[src/rtl/sm_fv_stream_buffer_pkg.sv]
// Shared types and default sizing for the small-FV stream buffer.
package sm_fv_stream_buffer_pkg;

    localparam int FV_bandwidth = 16;
    localparam int Max_FV_num   = 16;
    localparam int SM_FV_DEPTH  = 4;

    typedef enum logic [1:0] {
        IDLE   = 2'd0,
        STREAM = 2'd1,
        DRAIN  = 2'd2
    } sm_fv_state_e;

    typedef struct packed {
        logic [$clog2(Max_FV_num)-1:0] fv_idx;
        logic [FV_bandwidth-1:0]       data;
        logic                          last;
    } FV_line_pkt;

endpackage

[src/rtl/sm_fv_fifo_core.sv]
// Circular register FIFO with push/pop/flush; read data is combinational at the read pointer.
module sm_fv_fifo_core
    import sm_fv_stream_buffer_pkg::*;
#(
    parameter int DEPTH = SM_FV_DEPTH,
    parameter int WIDTH = 8,
    localparam int PTR_W = $clog2(DEPTH),
    localparam int OCC_W = $clog2(DEPTH + 1)
) (
    input  logic             clk,
    input  logic             reset,
    input  logic             flush,
    input  logic             push,
    input  logic             pop,
    input  logic [WIDTH-1:0] wr_data,
    output logic [WIDTH-1:0] rd_data,
    output logic [OCC_W-1:0] occupancy
);

    logic [WIDTH-1:0] mem [DEPTH];
    logic [PTR_W-1:0] wr_ptr;
    logic [PTR_W-1:0] rd_ptr;
    logic             do_push;
    logic             do_pop;

    assign do_push = push && (occupancy != OCC_W'(DEPTH));
    assign do_pop  = pop && (occupancy != '0);
    assign rd_data = mem[rd_ptr];

    always_ff @(posedge clk) begin
        if (!reset) begin
            wr_ptr    <= '0;
            rd_ptr    <= '0;
            occupancy <= '0;
            // Storage is cleared so the head output reads zero out of reset.
            for (int unsigned i = 0; i < DEPTH; i++) begin
                mem[PTR_W'(i)] <= '0;
            end
        end else if (flush) begin
            wr_ptr    <= '0;
            rd_ptr    <= '0;
            occupancy <= '0;
        end else begin
            if (do_push) begin
                mem[wr_ptr] <= wr_data;
                wr_ptr      <= wr_ptr + PTR_W'(1);
            end
            if (do_pop) begin
                rd_ptr <= rd_ptr + PTR_W'(1);
            end
            if (do_push && !do_pop) begin
                occupancy <= occupancy + OCC_W'(1);
            end else if (do_pop && !do_push) begin
                occupancy <= occupancy - OCC_W'(1);
            end
        end
    end

endmodule

[src/rtl/sm_fv_stream_buffer.sv]
// Per-bank elastic buffer between the big-FV bank and the small-FV stage, with iteration tracking.
module sm_fv_stream_buffer
    import sm_fv_stream_buffer_pkg::*;
#(
    parameter int DEPTH  = SM_FV_DEPTH,
    parameter int DATA_W = FV_bandwidth,
    parameter int IDX_W  = $clog2(Max_FV_num),
    localparam int OCC_W = $clog2(DEPTH + 1)
) (
    input  logic              clk,
    input  logic              reset,
    input  logic              start,
    input  logic [IDX_W-1:0]  FV_num,
    input  logic              flush,
    input  logic              in_valid,
    output logic              in_ready,
    input  logic [IDX_W-1:0]  in_fv_idx,
    input  logic [DATA_W-1:0] in_data,
    input  logic              in_last,
    output logic              out_valid,
    input  logic              out_ready,
    output logic [IDX_W-1:0]  out_fv_idx,
    output logic [DATA_W-1:0] out_data,
    output logic              busy,
    output logic              iter_done,
    output logic              len_err,
    output logic [OCC_W-1:0]  occupancy
);

    sm_fv_state_e      state;
    logic [IDX_W-1:0]  count;
    logic [IDX_W-1:0]  fv_num_q;
    logic [IDX_W:0]    count_inc;
    logic              push;
    logic              pop;
    logic              drain_empty;
    logic [IDX_W+DATA_W-1:0] rd_word;

    assign in_ready    = (state == STREAM) && (occupancy < OCC_W'(DEPTH));
    assign out_valid   = (occupancy != '0);
    assign push        = in_valid && in_ready;
    assign pop         = out_valid && out_ready;
    assign busy        = (state != IDLE);
    assign count_inc   = {1'b0, count} + (IDX_W + 1)'(1);
    // FIFO goes empty at this edge; no pushes can happen outside STREAM.
    assign drain_empty = (occupancy == '0) || ((occupancy == OCC_W'(1)) && pop);
    assign out_fv_idx  = rd_word[IDX_W+DATA_W-1:DATA_W];
    assign out_data    = rd_word[DATA_W-1:0];

    sm_fv_fifo_core #(
        .DEPTH (DEPTH),
        .WIDTH (IDX_W + DATA_W)
    ) u_fifo (
        .clk       (clk),
        .reset     (reset),
        .flush     (flush),
        .push      (push),
        .pop       (pop),
        .wr_data   ({in_fv_idx, in_data}),
        .rd_data   (rd_word),
        .occupancy (occupancy)
    );

    always_ff @(posedge clk) begin
        if (!reset) begin
            state     <= IDLE;
            count     <= '0;
            fv_num_q  <= '0;
            len_err   <= 1'b0;
            iter_done <= 1'b0;
        end else begin
            iter_done <= 1'b0;
            if (flush) begin
                state <= IDLE;
            end else begin
                case (state)
                    IDLE: begin
                        if (start) begin
                            state    <= STREAM;
                            fv_num_q <= FV_num;
                            count    <= '0;
                            len_err  <= 1'b0;
                        end
                    end
                    STREAM: begin
                        if (push) begin
                            count <= (&count) ? count : count_inc[IDX_W-1:0];
                            if (in_last) begin
                                state <= DRAIN;
                                if (count_inc != {1'b0, fv_num_q}) begin
                                    len_err <= 1'b1;
                                end
                            end
                        end
                    end
                    DRAIN: begin
                        if (drain_empty) begin
                            state     <= IDLE;
                            iter_done <= 1'b1;
                        end
                    end
                    default: state <= IDLE;
                endcase
            end
        end
    end

endmodule

[config.mk]
export PLATFORM = sky130hd
export DESIGN_NAME = sm_fv_stream_buffer
export DESIGN_NICKNAME = d
export VERILOG_FILES = /design/src/rtl/sm_fv_stream_buffer_pkg.sv /design/src/rtl/sm_fv_fifo_core.sv /design/src/rtl/sm_fv_stream_buffer.sv
export SDC_FILE = /design/constraint.sdc
export NUM_CORES = 1
export LEC_CHECK = 0
export CAP_MARGIN = 15
export CORE_UTILIZATION = 35
export CTS_BUF_LIST = sky130_fd_sc_hd__clkbuf_2
export CTS_CLUSTER_DIAMETER = 40
export DETAILED_ROUTE_END_ITERATION = 16
export PLACE_DENSITY_LB_ADDON = 0.2
export RECOVER_POWER = 100
export SLEW_MARGIN = 10
export SYNTH_ARGS = -nofsm -noshare
export SYNTH_HDL_FRONTEND = slang
export SYNTH_SLANG_ARGS = --single-unit
[constraint.sdc]
create_clock -name clk -period 4.1 [get_ports clk]
set_input_delay 0.82 -clock clk [delete_from_list [all_inputs] [get_ports clk]]
set_output_delay 0.82 -clock clk [all_outputs]
set_load 0.01 [all_outputs]
=== Yosys cells after proc, flatten, opt, wreduce, memory -nomap -nowiden ===
Memories as Yosys holds them, arrays and structs flattened. A register that Yosys moved wholly into a read port is not among the register bits.
Index checks and enable logic that the tools add are counted.

* Register bits after elaboration: 19
* Bits in writable memories: 80
* Input port bits: 31
* Output and inout port bits: 28
* Logic and storage cells: 81
* Memories kept: 1

{| class="wikitable"
|+ Memory list
! memory !! words !! width !! read ports !! clocked after Yosys merged registers in !! wr ports !! line !! RTL
|-
| u_fifo.mem || 4 || 20 || 1 || 1 || 4 || sm_fv_fifo_core.sv:20 || <nowiki>logic [WIDTH-1:0] mem [DEPTH];</nowiki>
|}

* Add/subtract/negate cells: 5
* Order comparisons: 1
* Eq/ne operators: 11
* Multiplexer cells: 27
* Bitwise logic cells: 3
* Reduce and logical (&&, ||, !) cells: 25

{| class="wikitable"
|+ Operator list
! kind !! count
|-
| 20-bit two-way mux || 1
|-
| 20-bit OR reduction || 1
|-
| 2-bit two-way mux || 7
|-
| 4-bit two-way mux || 3
|-
| 1-bit two-way mux || 11
|-
| 1-bit logical AND || 8
|-
| 2-bit inequality test (second input constant) || 4
|-
| 4-bit case mux with 2 select lines || 1
|-
| 4-bit AND reduction || 2
|-
| 3-bit two-way mux || 2
|-
| 2-bit case mux with 3 select lines || 1
|-
| 6-bit AND reduction || 1
|-
| 2-bit nonzero test || 3
|-
| 4-bit by 1-bit adder with 5-bit output (second input constant) || 1
|-
| 5-bit by 4-bit inequality test with 1-bit output || 1
|-
| 5-bit AND reduction || 1
|-
| 2-bit by 1-bit adder with 2-bit output (second input constant) || 2
|-
| 2-bit by 1-bit inequality test with 1-bit output (second input constant) || 2
|-
| 3-bit by 1-bit adder with 3-bit output (second input constant) || 1
|-
| 3-bit by 1-bit == test with 1-bit output (second input constant) || 1
|-
| 3-bit logical NOT || 1
|-
| 3-bit < comparator (second input constant) || 1
|-
| 3-bit inequality test (second input constant) || 1
|-
| 1-bit inverter || 3
|-
| other kinds (11) || 12
|}

=== Longest topological paths before layout ===
Gate-level depths: netlist (run 1).

* Word-level depth: 10
* Depth in mapped cells: 9
* Depth with buffers taken out: 9

=== Modules after synthesis ===
Synthesis (run 1) repeated with hierarchy kept, for this count alone.

* Cells, all modules: 315
* Area, all modules: 4568.1 sq um

{| class="wikitable"
|+ By module, submodules not included
! module !! instances !! cells each !! area an instance (sq um)
|-
| sm_fv_fifo_core || 1 || 241 || 3888.7
|-
| sm_fv_stream_buffer || 1 || 74 || 679.4
|}

=== Worst setup path before layout (run 1) ===
No wires, ideal clock.

* Path type: input port to flip-flop
* Start: input port in_valid
* End: memory u_fifo.mem[3][0] (netlist name), enable pin
* Library setup time: 0.428 ns
* Arrival time: 2.731 ns
* Required time: 3.672 ns
* Slack: 0.941 ns
* Stages: 3
* Path buffers: 1
* Path through: nand4bb_4 buf_6 o31ai_1

{| class="wikitable"
|+ RTL lines
! item !! line !! RTL
|-
| start: declaration || sm_fv_stream_buffer.sv:15 || <nowiki>input logic in_valid,</nowiki>
|-
| end: declaration || sm_fv_fifo_core.sv:20 ||
|}

==> results of run 1 <==
power groups by stage:
stage | sequential, uW | combinational [uW] | clock (uW)
2_1_floorplan | 1170 | 71.7 | 0
3_3_place_gp | 1170 | 155 | 0
3_5_place_dp | 1170 | 157 | 0
4_1_cts | 1150 | 158 | 581
5_1_grt | 1150 | 160 | 617
6_report | 1150 | 145 | 560
state kept, by name, summed over array words and instances, names as in the netlist, named ones only:
register          cells
state                 2
count                 4
u_fifo.occupancy      3
fv_num_q              4
iter_done             1
u_fifo.rd_ptr         2
len_err               1
u_fifo.wr_ptr         2
u_fifo.mem           80
cell usage after synthesis, drive strengths merged, types with 5 or more instances:
library cell and instances:
a21oi 8, and2 80, buf 6, clkbuf 11, dfxtp 21, edfxtp 80
ha 6, inv 11, mux4 20, nand2 14, nand2b 5, xnor2 5
critical path: stages:
cell	delay, ns
dlygate4sd3_1	0.52
nand4bb_1	0.56
nor4b_1	0.48
clkbuf_1	0.63
nand2b_1	0.19
clkbuf_2	0.46
per-layer routing:
layer / vias to the layer above / routed length [um] / global-route usage, % / part of all wire, %
met5: - / 0 / 0 / 0
met4: 0 / 116 / 4.615 / 1.3
li1: 1293 / - / - / -
met3: 9 / 326 / 3.581 / 3.8
met2: 48 / 4361 / 24.64 / 50
met1: 1265 / 3860 / 16.95 / 45
per-stage QoR:
stage	hold WS, ns	worst slack, ns	instance area, um^2
2_1_floorplan	0.4529	0.9407	4558
3_5_place_dp	0.4743	0.9033	5374
5_1_grt	0.5321	0.4525	5468
3_3_place_gp	0.4661	0.9170	5374
4_1_cts	0.5080	0.7913	5524
6_report	0.5021	0.6502	5468
kinds of logic (layout without fill, tap and decap cells):
logic type                 after synthesis  after routing
buffers and inverters                   28             96
xor gates and xnor gates                 8              8
adders and majority gates                6              6
and+or+nand+nor                        125            125
DFF                                    101            101
muxes                                   22             22
AOI/OAI and AO/OA                       30             30
final cells by class:
class                      instances  area (um^2)  area share (%)
timing repair buffer              69        635.6           11.62
clock inverter                     7        105.1           1.922
clock buffer                       9        45.04          0.8238
multi-input combinational        191         1603           29.31
inverter                          11        41.29          0.7551
sequential                       101         2823           51.62
tap                              172        215.2           3.936
worst max path at each step:
stage | startpoint | end
2_1_floorplan | in_valid | u_fifo.mem[3][0]$_DFFE_PP_
3_3_place_gp | reset | u_fifo.mem[2][11]$_SDFFCE_PN0P_
3_5_place_dp | reset | u_fifo.mem[2][12]$_SDFFCE_PN0P_
4_1_cts | register | out_data[14]
5_1_grt | in_valid | u_fifo.mem[2][0]$_SDFFCE_PN0P_
6_report | in_valid | u_fifo.mem[2][16]$_SDFFCE_PN0P_
==> reports/metrics.cfg, run 1 <==
[run_status]
status = completed

[floorplan]
die_y_um = 116.1
io_pins = 59
die_x_um = 116.1
die_area_um2 = 13480
fp-row-count = 41
start_util_pct = 35.97
core-area_um2 = 12670

[synthesis]
synth_top_cell_by_area = edfxtp_1
yosys.area_share.simple_pct = 17.32
ys_seq_area_share_pct = 61.93
synth_edf_count = 80
synth_top_family_by_area = simple AND/OR/NAND/NOR gates
ys_async_sr_fraction_pct = 0
yosysUniqueCellTypes = 46
yosysTopAreaCellShare_pct = 52.70
synthFlopType = edfxtp_1
synth_fa_ha_area_share_pct = 1.647
syn_nets = 357
synth_xor_area_share_pct = 1.537
synth_area_per_cell_um2 = 14.24
yosysWarningCount = 0
netlist_area_um2 = 4558
synth-seq-cells = 101
synthTopCellsByArea = edfxtp_1 (53%), and2_1 (11%), mux4_2 (9.9%)
synth_compound_area_share_pct = 4.666
muxShareOfSynthArea_pct = 10.32
synthCells = 320

[power_and_ir_drop]
p_per_area_nw_per_um2 = 339.1
swShare_pct = 23.28
seq_power_share_pct = 61.9
power.leakage_uw = 0.001943
p_int_uw = 1423
vdd_drop_max_mv = 0.2001
p_comb_share_pct = 7.8
p_clk_share_pct = 30.2
power.switching_uw = 431.7
power_uw = 1854

[global_routing]
antenna_found_initial = 0
grt_use_total_pct = 14.07
grt_pass1_vias = 2704
overflow = 0
grt_max_degree = 22
grt_pass1_wl_um = 13940

[finish]
drive_above_1_share_pct = 12.37
nets = 420
nFillCells = 1214
final_cell_mix = edfxtp_1 (80), and2_1 (51), dlygate4sd3_1 (30), and2_0 (29), clkdlybuf4s50_1 (28)
n_antenna_cell = 0
layout_commonest_cell = edfxtp_1
fin_util_pct = 43.15
area_delta_synth_final_pct = 19.96
fin_cells = 560

[timing]
rsz0062_at_grt = false
max_freq_mhz = 289.9
fin_crit_sh_pct = 84.14
hold_viol = 0
min_period_ns = 3.450
setup_viol = 0
relSlewSlack_pct = 9.977
slew_violations = 0
fin_setup_tns_ns = 0
tightestPinTransition_ns = 1.350
clock_skew_ns = 0.01418

[drt]
vias = 2615
drt_iter0_drc = 111
drt_wl_total_um = 8665
wl_per_cell_um = 15.47
vias_per_cell = 4.670
ant_nets = 0
drc_errors = 0
first_pass_iters = 4

[place]
dp_hpwl_um = 5526
dp.cells = 544
gp_congestion = 0.6930
portBuffers = 58

[cts]
cts_setup_buffers = 0
cts_resized = 0
htree_levels = 3
cts_buffers = 9
cts.sinks = 101
clock-root-buffer = clkbuf_2
clk_latency_ns = 0.56
path_clk_slew_ns = 0.27
hold_buffers = 0
cts_tree = yes
cts.path.max_buffers = 2

[hold_path]
hold-path-endpoint = fv_num_q[0]$_SDFFE_PN0P_
hp-start = fv_num_q[0]$_SDFFE_PN0P_
hp-class = register to register
holdPathStages = 2

[critical_path]
worstPathMaxFanout = 21
reg2reg_from = state[1]$_SDFFE_PP0P_
critPathKind = input port to register
startpoint_type = input port
ff2ff_path_depth = 5
required_ns = 4.32
r2r-end = u_fifo.mem[2][16]$_SDFFCE_PN0P_
crit_arrival_ns = 3.67
end_kind = register
r2r_slack_ns = 0.90

[run]
cap_violations = 0

Power figures use the tool's default switching activity.
==> run 2, diff against run 1 <==
Clock period 4.1 ns to 3.2 ns, I/O delays scaled along.
==> run 2 against run 1 <==
  * Sequential share of layout area is 0.34 points higher
  * Hold slack worse by 0.0061 ns
  * Die area stayed put
  * Critical path type is now register to primary output
  * Largest cell class unchanged
  * Largest power group unchanged
==> reports/metrics.cfg, run 2 (synthesis gave the netlist of run 1 again) <==
[timing]
max_freq_mhz = 331.9
fin_setup_tns_ns = 0  ; unchanged
tightestPinTransition_ns = 1.003  ; -0.3476 ns
min_period_ns = 3.013
relSlewSlack_pct = 33.15  ; +23 points
hold_viol = 0  ; unchanged
slew_violations = 0  ; unchanged
rsz0062_at_grt = false
fin_crit_sh_pct = 94.16
clock_skew_ns = 0.03347  ; +0.01929 ns
setup_viol = 0  ; unchanged

[finish]
final_cell_mix = edfxtp_1 (80), clkdlybuf4s50_1 (44), and2_1 (41), and2_0 (39), dfxtp_1 (21)
area_delta_synth_final_pct = 19.16
regMostFlops = u_fifo.mem
drive_above_1_share_pct = 12.24  ; -0.13 points
n_antenna_cell = 0  ; unchanged
largest_reg_flops = 80  ; unchanged
reg_top3 = u_fifo.mem (80), count (4), fv_num_q (4)
fin_cells = 564  ; +0.71%
layout_commonest_cell = edfxtp_1
nets = 424  ; +0.95%

[critical_path]
cpLargestDelayFamily = buffers and inverters
end_kind = primary output
path_cells = buf_6 -> mux4_2 -> dlygate4sd3_1
startpoint_type = register
worstPathMaxFanout = 20  ; -4.8%
slowest_stage = dlygate4sd3_1
required_ns = 2.56  ; -1.76 ns
crit_arrival_ns = 2.37  ; -1.30 ns
critPathBufInv = 2  ; -1
max_stage_delay_ns = 0.61  ; -0.02 ns
critPathKind = register to primary output

[drt]
drc_errors = 0  ; unchanged
vias = 2667  ; +2.0%
drt_wl_total_um = 8902  ; +2.7%
vias_per_cell = 4.729  ; +1.3%
wl_per_cell_um = 15.78  ; +2.0%
ant_nets = 0  ; unchanged
first_pass_iters = 4  ; unchanged
drt_iter0_drc = 120  ; +8.1%

[global_routing]
overflow = 0  ; unchanged
grt_pass1_wl_um = 13870  ; -0.50%
grt_pass1_vias = 2705  ; +0.037%
antenna_found_initial = 0  ; unchanged
grt_use_total_pct = 14.07  ; about the same
grt_max_degree = 21  ; -4.5%

[place]
dp.cells = 548  ; +0.74%
gp_congestion = 0.7200  ; +3.9%
portBuffers = 58  ; unchanged
dp_hpwl_um = 5644  ; +2.1%

[power_and_ir_drop]
vdd_drop_max_mv = 0.1684  ; -16%
p_comb_share_pct = 8.6  ; +0.8 points
seq_power_share_pct = 65.7  ; +3.8 points
p_clk_share_pct = 25.7  ; -4.5 points
power.leakage_uw = 0.001898  ; -2.3%
power.switching_uw = 567.5  ; +31%
swShare_pct = 25.37  ; +2.1 points
p_int_uw = 1669  ; +17%
p_per_area_nw_per_um2 = 411.8  ; +21%

[floorplan]
fp-row-count = 41  ; unchanged
io_pins = 59  ; unchanged
die_area_um2 = 13480  ; unchanged
die_x_um = 116.1  ; unchanged
start_util_pct = 35.97  ; unchanged
die_y_um = 116.1  ; unchanged
core-area_um2 = 12670  ; unchanged

[cts]
cts.sinks = 101  ; unchanged
cts.path.max_buffers = 2  ; unchanged
path_clk_slew_ns = 0.28  ; about the same
cts_setup_buffers = 0  ; unchanged
clk_latency_ns = 0.58  ; +0.02 ns
cts_tree = yes
hold_buffers = 0  ; unchanged
cts_resized = 0  ; unchanged
clock-root-buffer = clkbuf_2
htree_levels = 3  ; unchanged
cts_buffers = 9  ; unchanged

[hold_path]
hp-class = register to register

[run]
cap_violations = 0  ; unchanged

[run_status]
status = completed

[run 2: layer usage]
metal  global-route usage (%)  wire length [um]  vias to the layer above  share of wire [%]
met4                    5.385               114                        0                1.3
met3                    2.647               314                        7                3.5
met1                    17.92              3993                     1315                 45
li1                         -                 -                     1295                  -
met2                    23.85              4478                       50                 50
met5                        0                 0                        -                  0
[run 2: path summary, 6_finish.rpt]
path,end,cells past startpoint,start,slack (ns)
worst max-delay path,out_data[6],3,register,0.19
worst min-delay path,fv_num_q[2]$_SDFFE_PN0P_,2,fv_num_q[2]$_SDFFE_PN0P_,0.50
worst max register to register,u_fifo.mem[2][19]$_SDFFCE_PN0P_,4,u_fifo.occupancy[2]$_SDFFE_PP0P_,0.46
worst min register to register,fv_num_q[2]$_SDFFE_PN0P_,2,fv_num_q[2]$_SDFFE_PN0P_,0.50
[run 2: worst min-delay path: stages, from the launching register on]
cell and delay (ns):
dfxtp_1 0.38, nand2_1 0.05, a21boi_0 0.06
[run 2: power groups by stage]
stage / Combinational (uW) / Clock [uW] / Sequential (uW)
after floorplan: 91.8 / 0 / 1490
after global placement: 204 / 0 / 1500
after detailed placement: 206 / 0 / 1500
after CTS: 207 / 589 / 1470
after global routing: 211 / 641 / 1480
final: 193 / 574 / 1470
[run 2: area by class of cell]
| cell class | count | area (um^2) |
|---|---|---|
| clock inverter | 7 | 57.56 |
| fill | 1204 | 7239 |
| multi-input combinational | 191 | 1589 |
| tap | 172 | 215.2 |
| clock buffer | 9 | 45.04 |
| timing repair buffer | 73 | 660.6 |
| sequential | 101 | 2823 |
| inverter | 11 | 41.29 |
[run 2: stage by stage]
| stage | power, uW | area, um^2 | worst slack, ns | utilization (%) | hold WS [ns] |
|---|---|---|---|---|---|
| finish | 2237 | 5431 | 0.1868 | 42.87 | 0.4960 |
| global route | 2327 | 5431 | 0.05135 | 42.87 | 0.5180 |
| CTS | 2268 | 5510 | 0.1010 | 43.49 | 0.5013 |
| detailed placement | 1706 | 5408 | 0.5779 | 42.68 | 0.4732 |
| global placement | 1702 | 5396 | 0.3096 | 42.59 | 0.4674 |
| floorplan | 1587 | 4558 | 0.2207 | - | 0.4529 |
